### src/rtl/multdiv_if.sv
// Operand, control and result signals between the execute stage and the multiply/divide unit.
interface multdiv_if;
    logic [31:0] data_operandA;
    logic [31:0] data_operandB;
    logic        ctrl_MULT;
    logic        ctrl_DIV;
    logic [31:0] data_result;
    logic        data_exception;
    logic        data_resultRDY;
    logic        busy;

    modport master (
        output data_operandA, data_operandB, ctrl_MULT, ctrl_DIV,
        input  data_result, data_exception, data_resultRDY, busy
    );

    modport slave (
        input  data_operandA, data_operandB, ctrl_MULT, ctrl_DIV,
        output data_result, data_exception, data_resultRDY, busy
    );
endinterface

### src/rtl/multdiv.sv
// Iterative signed multiply (radix-2 Booth) and divide (non-restoring), result 33 cycles after start.
// Define MULTDIV_DIV_EN to build the divider; without it a divide start reports an exception after one cycle.
module multdiv (
    input  logic     clock,
    input  logic     reset,
    multdiv_if.slave io
);

`ifdef MULTDIV_DIV_EN
    typedef enum logic [1:0] {IDLE, MULT, DIV, DONE} state_t;
`else
    typedef enum logic [1:0] {IDLE, MULT, DONE} state_t;
`endif

    state_t      r_state;
    state_t      w_state_next;
    state_t      w_start_state;
    logic [5:0]  r_cnt;
    logic [64:0] r_prod;
    logic [31:0] r_mcand;
    logic [31:0] r_result;
    logic        r_exc;

    logic        w_start;
    logic        w_cnt_done;
    logic        w_mult_last;
    logic        w_mult_ovf;
    logic [32:0] w_booth_sum;
    logic [64:0] w_booth_next;

    assign w_start    = io.ctrl_MULT | io.ctrl_DIV;
    assign w_cnt_done = (r_cnt == 6'd32);
    // Product lives in r_prod[64:1] once all 32 steps have shifted through.
    assign w_mult_ovf = (r_prod[64:33] != {32{r_prod[32]}});

    assign io.data_result    = r_result;
    assign io.data_exception = r_exc;

`ifdef MULTDIV_DIV_EN
    logic        r_neg;
    logic        r_dz;
    logic        r_ovf;
    logic [31:0] w_absA;
    logic [31:0] w_absB;
    logic [32:0] w_div_shift;
    logic [32:0] w_div_rem;
    logic [64:0] w_div_next;
    logic [31:0] w_quot;

    assign w_start_state = io.ctrl_MULT ? MULT : DIV;
    assign w_mult_last   = w_cnt_done;

    assign w_absA = io.data_operandA[31] ? (32'd0 - io.data_operandA) : io.data_operandA;
    assign w_absB = io.data_operandB[31] ? (32'd0 - io.data_operandB) : io.data_operandB;

    // r_prod holds {partial remainder[32:0], dividend/quotient[31:0]}; 33 bits covers [-2D, 2D).
    assign w_div_shift = {r_prod[63:32], r_prod[31]};
    assign w_div_rem   = r_prod[64] ? (w_div_shift + {1'b0, r_mcand})
                                    : (w_div_shift - {1'b0, r_mcand});
    assign w_div_next  = {w_div_rem, r_prod[30:0], ~w_div_rem[32]};
    assign w_quot      = r_neg ? (32'd0 - r_prod[31:0]) : r_prod[31:0];
`else
    logic r_is_div;

    assign w_start_state = MULT;
    assign w_mult_last   = r_is_div | w_cnt_done;
`endif

    // Booth add is done one bit wider so a most-negative multiplicand cannot overflow the accumulator.
    always_comb begin
        w_booth_sum = {r_prod[64], r_prod[64:33]};
        case (r_prod[1:0])
            2'b01:   w_booth_sum = {r_prod[64], r_prod[64:33]} + {r_mcand[31], r_mcand};
            2'b10:   w_booth_sum = {r_prod[64], r_prod[64:33]} - {r_mcand[31], r_mcand};
            default: ;
        endcase
        w_booth_next = {w_booth_sum, r_prod[32:1]};
    end

    always_ff @(posedge clock or posedge reset) begin
        if (reset) begin
            r_state <= IDLE;
        end else begin
            r_state <= w_state_next;
        end
    end

    always_comb begin
        w_state_next      = r_state;
        io.busy           = 1'b0;
        io.data_resultRDY = 1'b0;
        case (r_state)
            MULT: begin
                io.busy = 1'b1;
                if (w_mult_last) w_state_next = DONE;
            end
`ifdef MULTDIV_DIV_EN
            DIV: begin
                io.busy = 1'b1;
                if (w_cnt_done) w_state_next = DONE;
            end
`endif
            DONE: begin
                io.data_resultRDY = 1'b1;
                w_state_next      = IDLE;
            end
            default: ;
        endcase
        if (w_start) w_state_next = w_start_state;
    end

    always_ff @(posedge clock or posedge reset) begin
        if (reset) begin
            r_cnt    <= '0;
            r_prod   <= '0;
            r_mcand  <= '0;
            r_result <= '0;
            r_exc    <= 1'b0;
`ifdef MULTDIV_DIV_EN
            r_neg    <= 1'b0;
            r_dz     <= 1'b0;
            r_ovf    <= 1'b0;
`else
            r_is_div <= 1'b0;
`endif
        end else if (w_start) begin
            r_cnt <= '0;
            if (io.ctrl_MULT) begin
                r_prod  <= {32'd0, io.data_operandB, 1'b0};
                r_mcand <= io.data_operandA;
`ifndef MULTDIV_DIV_EN
                r_is_div <= 1'b0;
`endif
            end else begin
`ifdef MULTDIV_DIV_EN
                r_prod  <= {33'd0, w_absA};
                r_mcand <= w_absB;
                r_neg   <= io.data_operandA[31] ^ io.data_operandB[31];
                r_dz    <= (io.data_operandB == '0);
                r_ovf   <= (io.data_operandA == 32'h8000_0000) && (io.data_operandB == '1);
`else
                r_is_div <= 1'b1;
`endif
            end
        end else if (r_state == MULT) begin
            if (w_mult_last) begin
`ifdef MULTDIV_DIV_EN
                r_result <= r_prod[32:1];
                r_exc    <= w_mult_ovf;
`else
                r_result <= r_is_div ? 32'd0 : r_prod[32:1];
                r_exc    <= r_is_div | w_mult_ovf;
`endif
            end else begin
                r_prod <= w_booth_next;
                r_cnt  <= r_cnt + 6'd1;
            end
        end
`ifdef MULTDIV_DIV_EN
        else if (r_state == DIV) begin
            if (w_cnt_done) begin
                if (r_dz) begin
                    r_result <= '0;
                    r_exc    <= 1'b1;
                end else if (r_ovf) begin
                    r_result <= 32'h8000_0000;
                    r_exc    <= 1'b1;
                end else begin
                    r_result <= w_quot;
                    r_exc    <= 1'b0;
                end
            end else begin
                r_prod <= w_div_next;
                r_cnt  <= r_cnt + 6'd1;
            end
        end
`endif
    end

endmodule

### src/flat_wrapper.sv
// flat-port wrapper written by rule: the top's interface ports become plain ports
module multdiv_flat 
  (clock, reset, io_data_operandA, io_data_operandB, io_ctrl_MULT, io_ctrl_DIV, io_data_result, io_data_exception, io_data_resultRDY, io_busy);
  multdiv_if io_i ();
  input  logic clock;
  input  logic reset;
  input wire logic [$bits(io_i.data_operandA)-1:0] io_data_operandA;
  input wire logic [$bits(io_i.data_operandB)-1:0] io_data_operandB;
  input wire logic [$bits(io_i.ctrl_MULT)-1:0] io_ctrl_MULT;
  input wire logic [$bits(io_i.ctrl_DIV)-1:0] io_ctrl_DIV;
  output wire logic [$bits(io_i.data_result)-1:0] io_data_result;
  output wire logic [$bits(io_i.data_exception)-1:0] io_data_exception;
  output wire logic [$bits(io_i.data_resultRDY)-1:0] io_data_resultRDY;
  output wire logic [$bits(io_i.busy)-1:0] io_busy;
  assign io_i.data_operandA = io_data_operandA;
  assign io_i.data_operandB = io_data_operandB;
  assign io_i.ctrl_MULT = io_ctrl_MULT;
  assign io_i.ctrl_DIV = io_ctrl_DIV;
  assign io_data_result = io_i.data_result;
  assign io_data_exception = io_i.data_exception;
  assign io_data_resultRDY = io_i.data_resultRDY;
  assign io_busy = io_i.busy;
  multdiv u_core (.clock(clock), .reset(reset), .io(io_i));
endmodule
### config.mk
export PLATFORM = sky130hd
export DESIGN_NAME = multdiv_flat
export DESIGN_NICKNAME = d
export VERILOG_FILES = /design/src/rtl/multdiv_if.sv /design/src/rtl/multdiv.sv /design/src/flat_wrapper.sv
export SDC_FILE = /design/constraint.sdc
export NUM_CORES = 1
export LEC_CHECK = 0
export ABC_AREA = 1
export BUFFER_PORTS_ARGS = -buffer_cell sky130_fd_sc_hd__buf_2
export CORE_MARGIN = 2
export CORE_UTILIZATION = 50
export CTS_CLUSTER_DIAMETER = 150
export DETAILED_ROUTE_END_ITERATION = 12
export GPL_TIMING_DRIVEN = 0
export HOLD_SLACK_MARGIN = 0.03
export PLACE_DENSITY = 0.78
export SLEW_MARGIN = 20
export SYNTH_ARGS = -nofsm -noshare
export SYNTH_HDL_FRONTEND = slang
export SYNTH_SLANG_ARGS = --single-unit
### constraint.sdc
create_clock -name clock -period 4.7 [get_ports clock]
set_clock_uncertainty 0.1 [all_clocks]
set_input_delay 0.94 -clock clock [delete_from_list [all_inputs] [get_ports clock]]
set_output_delay 0.94 -clock clock [all_outputs]
set_load 0.005 [all_outputs]
==> reports/metrics.cfg <==
[run_status]
status=completed

[worst_hold_path]
min_path_cells=2
min_path_type=register to register

[synth]
async_flop_share_pct=100.0
syn-instance-count=1414
yosysWarnings=0
synth_nets=1522
synth_ff_type=dfrtp_1
syn-cell-area_sq_um=9525
synth_seq_cells=139
syn_avg_cell_area_sq_um=6.736
synth-edff-count=0
synth.distinct_cells=41
seq_area_frac_synth_pct=36.52

[cts]
root_buffer=clkbuf_16
cts_resized=0
postCtsSetupRepairBufs=0
cts-buffers-inserted=17
cts_hold_buffers=0
cts_buffer_depth=2
clock_sinks=139
clock_latency_ps=420
clkTransAtPathRegs_ps=60
cts_tree=built
h-tree-depth=4

[finish]
areaGrowthSynthToFinish_pct=15.74
design_area_sq_um=11020
fin_util_pct=58.94
instances_no_fill=1786
nets=1646
nFillCells=1655
drive_gt1_share_pct=10.90

[route]
drt_wl_total_um=27460
drt_iter0_drc=849
ant_nets=0
drtPass1Iterations=5
drc=0
viasPerCell=5.324
num_vias=9508
wl_per_cell_um=15.37

[worst_setup_path]
crit_path_start=u_core.r_prod[0]$_DFFE_PP0P_
crit_required_ps=4900
crit_top_cell=nand2_1
arrival_ps=4090
crit_slowest_cell=fa_1
max_stage_delay_ps=580
critical_path_class=register to register
cp_top_family=simple AND/OR/NAND/NOR gates
r2r_cells=18
worst-path-buf-inv=3
rrSetupSlack_ps=810
cp_num_cells=18
path_cells=inv_1, ha_1, clkbuf_1, clkbuf_1, o21ai_0, fa_1, nand2_1, nand3_1, nand3_1, nand2_1, nand2_1, nand2_1, nand2_1, nand2_1, nand2_1, nand3_1, nand2_1, nand2_1
r2r_end=u_core.r_prod[60]$_DFFE_PP0P_
path_max_fanout=10
critPathLaunchType=register
endpoint=u_core.r_prod[60]$_DFFE_PP0P_
reg2reg_from=u_core.r_prod[0]$_DFFE_PP0P_
endpoint_kind=register

[global_routing]
antenna_found_initial=2
grt_start_max_net_pins=36
gr-usage-all-layers_pct=28.37
grt_pass1_wl_um=44890
grt_overflow=0
grt_pass1_vias=8883

[floorplan]
start_util_pct=50.92
die_h_um=142.0
coreArea_sq_um=18710
ios=103
dieWidth_um=142.0
fp-row-count=50
dieArea_sq_um=20170

[placed_design]
place_area_sq_um=10420
place_hpwl_um=21450
port_buffers=101
place_ws_ps=946.2
gp_congestion=0.9584
dpl.cell_count=1753

[sta]
setup_viol=0
maxSlewViolCount=0
grt_setup_unrepaired=false
fin_crit_sh_pct=82.68
max-slew-margin-rel_pct=46.37
fmax_mhz=257.3
finalHoldViolations=0
timing.setup.tns_ps=0
worst_pin_slew_ps=796.1
layout_setup_ws_ps=814.1
min_period_ps=3886

[pwr]
p_per_area_nw_per_um2=389.0
p_leak_nw=6.044
irDropWorstVdd_v=0.0002635

[run]
cap_violations=0

-- worst min-delay path by stage --
stage	startpoint	end
3_3_place_gp	u_core.io.data_result[20]$_DFFE_PP0P_	u_core.io.data_result[20]$_DFFE_PP0P_
4_1_cts	u_core.io.data_result[20]$_DFFE_PP0P_	u_core.io.data_result[20]$_DFFE_PP0P_
3_5_place_dp	u_core.io.data_result[20]$_DFFE_PP0P_	u_core.io.data_result[20]$_DFFE_PP0P_
6_report	u_core.io.data_result[20]$_DFFE_PP0P_	u_core.io.data_result[20]$_DFFE_PP0P_
5_1_grt	u_core.r_cnt[5]$_DFFE_PP0P_	u_core.r_cnt[5]$_DFFE_PP0P_
2_1_floorplan	u_core.r_cnt[5]$_DFFE_PP0P_	u_core.r_cnt[5]$_DFFE_PP0P_
-- layer usage --
| layer | GRT usage, % | vias up | routed length [um] |
|---|---|---|---|
| met4 | 8.737 | 0 | 641 |
| li1 | - | 4699 | - |
| met5 | 0 | - | 0 |
| met2 | 43.58 | 376 | 12110 |
| met3 | 4.610 | 42 | 2106 |
| met1 | 41.26 | 4391 | 12600 |
-- Yosys cell counts (2+ instances only) --
library cell / number / share of area, %
xor2_1: 34 / 3.1
o21ai_0: 122 / 6.4
nor2_2: 2 / 0.13
buf_2: 12 / 0.63
o21ai_1: 13 / 0.68
o21bai_1: 2 / 0.16
o31ai_1: 3 / 0.24
buf_6: 2 / 0.24
and3_1: 4 / 0.26
o211ai_1: 36 / 2.8
o22ai_1: 3 / 0.20
nand3_1: 56 / 2.9
inv_2: 3 / 0.12
a21oi_1: 59 / 3.1
a31oi_1: 2 / 0.13
nor4_1: 8 / 0.53
o21a_1: 2 / 0.16
nor2_1: 82 / 3.2
nand2_1: 452 / 18
clkbuf_1: 28 / 1.1
ha_1: 39 / 5.1
nand4_1: 15 / 0.99
dfrtp_1: 139 / 37
nor3_1: 19 / 1.0
nand2_2: 3 / 0.20
inv_1: 258 / 10
nor2_8: 2 / 0.42
-- state kept, by name, indices dropped and copies added, names as in the netlist --
register / flops
u_core.io.data_exception: 1
u_core.io.data_result: 32
u_core.r_cnt: 6
u_core.r_is_div: 1
u_core.r_mcand: 32
u_core.r_prod: 65
u_core.r_state: 2
-- cells by family after synthesis --
group                      share of synthesized area [%]
DFF                                                36.52
AOI/OAI and AO/OA                                  14.16
buffers and inverters                              12.36
xor gates and xnor gates                           3.218
adders and majority gates                          5.333
and+or+nand+nor                                    28.41
-- layout by cell type (no fill, tap or decap), types with 13 or more instances in the layout --
cell type	count
nand4_1	15
o21ai_0	122
nand2_1	452
o21ai_1	13
clkbuf_1	28
inv_1	257
dfrtp_1	139
clkbuf_16	17
xor2_1	34
o211ai_1	36
nor2_1	82
buf_2	113
ha_1	39
a21oi_1	59
nor3_1	19
nand3_1	56
-- per-stage QoR --
step           power [W]  hold WS [ps]
2_1_floorplan   0.002413         353.5
6_report        0.004289         377.5
5_1_grt         0.004545         409.1
3_5_place_dp    0.002881         367.8
4_1_cts         0.004260         383.5
3_3_place_gp    0.002848         363.1
-- worst register-to-register path: stages, from the launching register on --
cell      delay (ps)
dfrtp_1          380
inv_1             80
ha_1             140
clkbuf_1         430
clkbuf_1         420
o21ai_0          420
fa_1             580
nand2_1          120
nand3_1           90
nand3_1           90
nand2_1          110
nand2_1           80
nand2_1          160
nand2_1          150
nand2_1           60
nand2_1           60
nand3_1          130
nand2_1          110
nand2_1           50
-- final cells by class --
class	count	area, sq um	share of cell area, %
Multi-Input combinational cell	970	4870	44.17
Antenna cell	2	5.005	0.04540
Clock inverter	14	178.9	1.623
Inverter	262	989.7	8.977
Tap cell	234	292.8	2.656
Timing Repair Buffer	105	593.1	5.380
Sequential cell	139	3478	31.55
Buffer	43	191.4	1.736
Clock buffer	17	425.4	3.859
-- power breakdown --
group          total (W)  leakage, nW  switching (W)  internal, W
registers        0.00147         1.77       0.000108      0.00136
clock network    0.00138        0.293       0.000577     0.000803
logic            0.00144         3.98       0.000966     0.000476
total            0.00429         6.04        0.00165      0.00264
Power figures use the tool's default switching activity.
